--- src/rtl/hazard_ctrl_vlat.sv ---
// hazard_ctrl_vlat: RV32 5-stage hazard unit with MEM/WB forwarding, variable-latency memory hold, load-use bubbles, flush gating and stall counter
// Inputs : clk, reset, inst_exec/inst_mem/inst_wb, reg_wr_mem/wb, mem_read/write/valid,
//          sel_for_branch, interupt_sel, perf_clr
// Outputs: forward_sel_1/2, flush_sel, stall, stall_mem, bubble, mem_timeout, stall_cycles
module hazard_ctrl_vlat #(
  parameter int TIMEOUT    = 64,
  parameter int LU_BUBBLES = 1,
  parameter int FWD_WB_EN  = 1,
  parameter int CNT_W      = 32
) (
  input  logic             clk,
  input  logic             reset,
  input  logic [31:0]      inst_exec,
  input  logic [31:0]      inst_mem,
  input  logic [31:0]      inst_wb,
  input  logic             reg_wr_mem,
  input  logic             reg_wr_wb,
  input  logic             mem_read,
  input  logic             mem_write,
  input  logic             mem_valid,
  input  logic             sel_for_branch,
  input  logic             interupt_sel,
  input  logic             perf_clr,
  output logic [1:0]       forward_sel_1,
  output logic [1:0]       forward_sel_2,
  output logic             flush_sel,
  output logic             stall,
  output logic             stall_mem,
  output logic             bubble,
  output logic             mem_timeout,
  output logic [CNT_W-1:0] stall_cycles
);
  typedef enum logic [1:0] {NORMAL, MEM_WAIT, LU_BUBBLE} state_t;
  localparam int WW = $clog2(TIMEOUT + 1);
  localparam logic [WW-1:0] TO_V = WW'(TIMEOUT);
  localparam logic [1:0] LU_INIT = 2'(LU_BUBBLES - 1);
  localparam bit LU_MULTI = LU_BUBBLES > 1;
  state_t state, state_nxt;
  logic [WW-1:0] wait_cnt, wait_nxt;
  logic [1:0] bub_cnt, bub_nxt;
  logic [CNT_W-1:0] cnt;
  logic st, sm, bu, to;
  logic [1:0] f1, f2;
  logic [4:0] rs1, rs2, rd_mem, rd_wb;
  logic acc, hit, mem_ok, wb_ok;
  logic unused_bits;
  assign rs1 = inst_exec[19:15];
  assign rs2 = inst_exec[24:20];
  assign rd_mem = inst_mem[11:7];
  assign rd_wb = inst_wb[11:7];
  assign unused_bits = ^{inst_exec[31:25], inst_exec[14:0], inst_mem[31:12], inst_mem[6:0], inst_wb[31:12], inst_wb[6:0]};
  assign acc = mem_read | mem_write;
  assign hit = mem_read & reg_wr_mem & (|rd_mem) & (rd_mem == rs1 | rd_mem == rs2);
  // A load in MEM has no result yet, so it is never a forwarding source.
  assign mem_ok = reg_wr_mem & ~mem_read & (|rd_mem);
  assign wb_ok = (FWD_WB_EN != 0) & reg_wr_wb & (|rd_wb);
  assign f1 = (mem_ok && rd_mem == rs1) ? 2'b01 : (wb_ok && rd_wb == rs1) ? 2'b10 : 2'b00;
  assign f2 = (mem_ok && rd_mem == rs2) ? 2'b01 : (wb_ok && rd_wb == rs2) ? 2'b10 : 2'b00;
  always_comb begin
    state_nxt = state;
    wait_nxt = wait_cnt;
    bub_nxt = bub_cnt;
    st = 1'b0;
    sm = 1'b0;
    bu = 1'b0;
    to = 1'b0;
    case (state)
      NORMAL: begin
        if (acc && !mem_valid) begin
          st = 1'b1;
          sm = 1'b1;
          state_nxt = MEM_WAIT;
          wait_nxt = WW'(1);
        end else if (hit) begin
          st = 1'b1;
          bu = 1'b1;
          state_nxt = LU_MULTI ? LU_BUBBLE : NORMAL;
          bub_nxt = LU_INIT;
        end
      end
      MEM_WAIT: begin
        if (mem_valid) begin
          st = hit;
          bu = hit;
          state_nxt = (hit && LU_MULTI) ? LU_BUBBLE : NORMAL;
          bub_nxt = LU_INIT;
        end else if (wait_cnt == TO_V) begin
          to = 1'b1;
          bu = 1'b1;
          state_nxt = NORMAL;
        end else begin
          st = 1'b1;
          sm = 1'b1;
          wait_nxt = wait_cnt + WW'(1);
        end
      end
      LU_BUBBLE: begin
        st = 1'b1;
        bu = 1'b1;
        bub_nxt = bub_cnt - 2'd1;
        state_nxt = (bub_cnt == 2'd1) ? NORMAL : LU_BUBBLE;
      end
      default: state_nxt = NORMAL;
    endcase
  end
  always_ff @(posedge clk) begin
    if (reset) begin
      state <= NORMAL;
      wait_cnt <= '0;
      bub_cnt <= '0;
      cnt <= '0;
    end else begin
      state <= state_nxt;
      wait_cnt <= wait_nxt;
      bub_cnt <= bub_nxt;
      cnt <= perf_clr ? '0 : (st && !(&cnt)) ? cnt + CNT_W'(1) : cnt;
    end
  end
  // Every output reads 0 while reset is held, including the registered counter.
  assign forward_sel_1 = reset ? 2'b00 : f1;
  assign forward_sel_2 = reset ? 2'b00 : f2;
  assign stall = ~reset & st;
  assign stall_mem = ~reset & sm;
  assign bubble = ~reset & bu;
  assign mem_timeout = ~reset & to;
  // Redirects are held by their sources, so masking during a stall only defers them.
  assign flush_sel = ~reset & (sel_for_branch | interupt_sel) & ~st;
  assign stall_cycles = reset ? '0 : cnt;
endmodule

--- config.mk ---
export PLATFORM = sky130hd
export DESIGN_NAME = hazard_ctrl_vlat
export DESIGN_NICKNAME = d
export VERILOG_FILES = /design/src/rtl/hazard_ctrl_vlat.sv
export SDC_FILE = /design/constraint.sdc
export NUM_CORES = 1
export LEC_CHECK = 0
export BUFFER_PORTS_ARGS = -buffer_cell sky130_fd_sc_hd__buf_2
export CAP_MARGIN = 20
export CORE_UTILIZATION = 45
export DETAILED_ROUTE_END_ITERATION = 7
export GPL_TIMING_DRIVEN = 0
export PLACE_DENSITY = 0.8
export SLEW_MARGIN = 10
export SYNTH_ARGS = -nofsm -noshare
export SYNTH_HDL_FRONTEND = slang
export SYNTH_SLANG_ARGS = --single-unit
--- constraint.sdc ---
create_clock -name clk -period 5 [get_ports clk]
set_input_delay 1.5 -clock clk [delete_from_list [all_inputs] [get_ports clk]]
set_output_delay 1.5 -clock clk [all_outputs]
set_load 0.01 [all_outputs]
After elaboration in Yosys (flattened, before gate mapping)
Cells that the tools add are included.
- word-level logic and storage cells: 93
- bits in registers: 43
- output and inout bits: 41
- multiplexer cells: 34
- bitwise logic cells: 18
- reductions and logical operators: 18
- add/sub/neg operators: 3
- eq/ne operators: 16
- operator list (kind ; count):
    $add 32x1->32 const B ; 1
    $mux 32 ; 1
    $reduce_and 32->1 ; 1
    $mux 2 ; 13
    $mux 7 ; 3
    $eq 5x5->1 ; 4
    $pmux 7 s2 ; 1
    $and 1x1->1 ; 12
    $ne 2x2->1 const B ; 6
    $pmux 2 s3 ; 2
    $mux 1 ; 11
    $reduce_or 5->1 ; 2
    $reduce_and 4->1 ; 2
    $add 7x1->7 const B ; 1
    $eq 7x7->1 const B ; 1
    $logic_and 1x1->1 ; 6
    $ne 3x3->1 const B ; 2
    $pmux 1 s3 ; 2
    $eq 2x1->1 const B ; 2
    $not 1->1 ; 3
    $or 1x1->1 ; 3
    $reduce_bool 3->1 ; 1
    $eq 2x2->1 const B ; 1
    $logic_not 1->1 ; 2
    other kinds (6) ; 6

Longest topological paths before layout
- depth after elaboration: 8
- gate-level depth with buffers: 11
- mapped depth without buffers: 9

Worst setup path before layout
OpenSTA, ideal clock, no wires.
- path type: input-to-output
- start: input port inst_mem[7]
- end: output port stall
- arrival: 2.948 ns
- stages on the path: 7
- slack: 0.552 ns
- path through: or4_1 -> o21ai_1 -> a211oi_4 -> a21boi_4 -> buf_6 -> buf_2 -> nor2_1
- cells in the longest elaborated chain, start to end: 7
- RTL lines (element ; RTL line ; RTL):
    start, declared ; 14 ; input logic [31:0] inst_mem,
    $eq 5x5->1 or $reduce_or 5->1 (tied branches) ; 53 ; assign hit = mem_read & reg_wr_mem & (|rd_mem) & (rd_mem == rs1 | rd_mem == rs2);
    $or 1x1->1 or $and 1x1->1 (tied branches) ; 53 ;
    $and 1x1->1 (*) ; 53 ;
    $mux 1 ; 74 ; end else if (hit) begin
    $mux 1 ; 69 ; if (acc && !mem_valid) begin
    $pmux 1 s3 (*) ; 67 ; case (state)
    $and 1x1->1 (*) ; 122 ; assign stall = ~reset & st;
    end, declared ; 27 ; output logic stall,
Mark *: on every way between the ends. The rest lies on a longest branch, timed or not.

Worst setup path in the final report
Same ends and word-level chain as after synthesis.

==> impl_metrics.json <==
{
  "topRoutingLayerUsed": "met4",
  "htree_levels": 2,
  "ys_top_cells_by_area": "dfxtp_1 (31%), nor2b_1 (8.0%), a21oi_1 (5.3%)",
  "antenna_found_initial": 0,
  "crit_fanout": 10,
  "clockRootBuffer": "clkbuf_8",
  "clkSlewWorstSetupHoldPaths_ns": 0.08,
  "ys_seq_elements": 43,
  "drc_errors": 0,
  "total_power_uw": 691.4,
  "synth-main-ff-cell": "dfxtp_1",
  "final_hold_viol_count": 0,
  "first_pass_iters": 4,
  "relSlewSlack": 0.3171,
  "start_kind": "input port",
  "stdcell_count": 509,
  "post-dp-hpwl_mm": 5.338,
  "hold_path.class": "reg -> reg",
  "power_leakage_uw": 0.001268,
  "hold_buffers": 0,
  "initialDrtViolationCount": 180,
  "die_w_um": 80.99,
  "period_needed_ns": 4.758,
  "synth_cell_types": 49,
  "cp-end-kind": "primary output",
  "cts-buffers-inserted": 5,
  "crit_top_cell": "buf_2",
  "synth_top_area_frac": 0.3066,
  "globalRouteTotalUtil": 0.2240,
  "core-area_um2": 5956,
  "synth_edf_count": 0,
  "placementRows": 28,
  "worst_path_max_delay_cell": "or4_1",
  "final_area_um2": 3359,
  "crit_chain": "buf_2 -> or4_1 -> o21ai_1 -> a211oi_4 -> a21boi_4 -> buf_6 -> buf_2 -> nor2_1 -> buf_2",
  "cts_buffer_depth": 2,
  "wl_per_cell_um": 14.09,
  "grt_pass1_wl_mm": 11.62,
  "finalCritPeriodShare": 0.9515,
  "clock.fmax_ghz": 0.2102,
  "yosysMostFrequentCell": "dfxtp_1",
  "grt_pass1_vias": 2562,
  "dpl.cell_count": 500,
  "synthToLayoutAreaGrowth_pct": 19.65,
  "via_per_inst": 5.766,
  "cp_slowest_stage_delay_ns": 0.51,
  "rsz0062_at_grt": "false",
  "ant_nets": 0,
  "max_cap_violations": 0,
  "nNetsFinal": 543,
  "clock_latency_ns": 0.29,
  "wl_mm": 7.170,
  "final.fill_count": 582,
  "syn_area_per_cell_um2": 7.909,
  "cts_tree": "yes",
  "synth_cells": 355,
  "cp_top_family": "buffers and inverters",
  "dr_wl_met2_mm": 3.485,
  "power_density_nw_per_um2": 205.8,
  "antenna_cells": 0,
  "gp_congestion": 0.8378,
  "outcome": "completed",
  "drt-met1-wl_mm": 3.225,
  "fin_tns_setup_ns": 0,
  "syn-num-nets": 465,
  "peakVddDrop_mv": 0.1458,
  "yosysWarningCount": 0,
  "grt_max_degree": 13,
  "maxSlewViolCount": 0,
  "dieHeight_um": 80.99,
  "port_buffers": 70,
  "start_util": 0.4714,
  "tightestPinTransition_ns": 1.017,
  "wl_met3_um": 380,
  "cp_data_required_time_ns": 3.50,
  "ios": 147,
  "drive_above_1_share": 0.2235,
  "postSynth.asyncResetShare": 0,
  "syn_area_um2": 2808,
  "overflow": 0,
  "ys_seq_area_frac": 0.3066,
  "synth_area_leader_cell": "dfxtp_1",
  "post_cts_resized": 0,
  "finalClockSkew_ns": 0.002361,
  "placed_area_um2": 3252,
  "worstPathArrival_ns": 3.26,
  "cts_setup_buffers": 0,
  "cts_sinks": 43,
  "synth_commonest_cells": "dfxtp_1 (43), nor2b_1 (36), a21oi_1 (30), nor2_1 (21), or3_1 (20)",
  "die-area_um2": 6559,
  "setup_violations": 0,
  "crit_buf_inv": 4,
  "crit_type": "in -> out",
  "num_vias": 2935
}
[registers in the layout (all words and copies together) (netlist names)]
signal	flops
wait_cnt	7
cnt	32
bub_cnt	2
state	2
[cells by family after synthesis]
group / after synthesis / synth area share
AO/OA/AOI/OAI: 82 / 0.1912
XOR/XNOR: 25 / 0.07799
adder cells (fa/ha/maj): 4 / 0.01783
buffers and inverters: 25 / 0.04099
flip-flops: 43 / 0.3066
AND/OR/NAND/NOR: 176 / 0.3654
[cell usage in the layout (no fill, tap or decap), drive strengths merged, types with 8 or more instances in the layout]
| master | count |
|---|---|
| nand2 | 17 |
| dfxtp | 43 |
| clkbuf | 19 |
| o31ai | 10 |
| buf | 79 |
| or3 | 21 |
| nor3 | 11 |
| or4 | 13 |
| xor2 | 16 |
| a21oi | 30 |
| nor2b | 36 |
| and3 | 8 |
| nand4 | 15 |
| o21ai | 22 |
| nor2 | 21 |
| nand3 | 14 |
| xnor2 | 9 |
[per-stage QoR]
stage / utilization / worst slack (ns) / hold slack [ns]
after floorplan: - / 0.5518 / 0.4462
after global placement: 0.5460 / 0.02817 / 0.4610
after detailed placement: 0.5460 / 0.01401 / 0.4688
after CTS: 0.5628 / 0.02100 / 0.4807
after global routing: 0.5641 / 0.1302 / 0.5050
final: 0.5641 / 0.2423 / 0.4845
[power breakdown]
part | switching, uW | internal [uW]
Sequential | 2.27 | 344
Clock | 120 | 126
Combinational | 61.2 | 37.0
[path summary, 6_finish.rpt]
path                 to  slack, ns        start  depth (start not counted)
max               stall       0.24  inst_mem[7]                          9
min          bub_cnt[0]       0.48   bub_cnt[0]                          1
max reg2reg      cnt[8]       2.49  wait_cnt[2]                          9
min reg2reg  bub_cnt[0]       0.48   bub_cnt[0]                          1
[cell type report]
cell class / instances / area, um2 / area share
Multi-Input combinational cell: 287 / 1832 / 0.5453
Sequential cell: 43 / 860.8 / 0.2562
Timing Repair Buffer: 71 / 357.8 / 0.1065
Clock buffer: 8 / 100.1 / 0.02980
Tap cell: 75 / 93.84 / 0.02793
Buffer: 19 / 92.59 / 0.02756
Inverter: 6 / 22.52 / 0.006704
[routing by layer]
| layer | global-route usage | up-vias |
|---|---|---|
| li1 | - | 1459 |
| met1 | 0.2883 | 1368 |
| met2 | 0.3874 | 101 |
| met3 | 0.03034 | 7 |
| met4 | 0.06429 | 0 |
| met5 | 0 | - |
(Power assumes the default switching activity.)
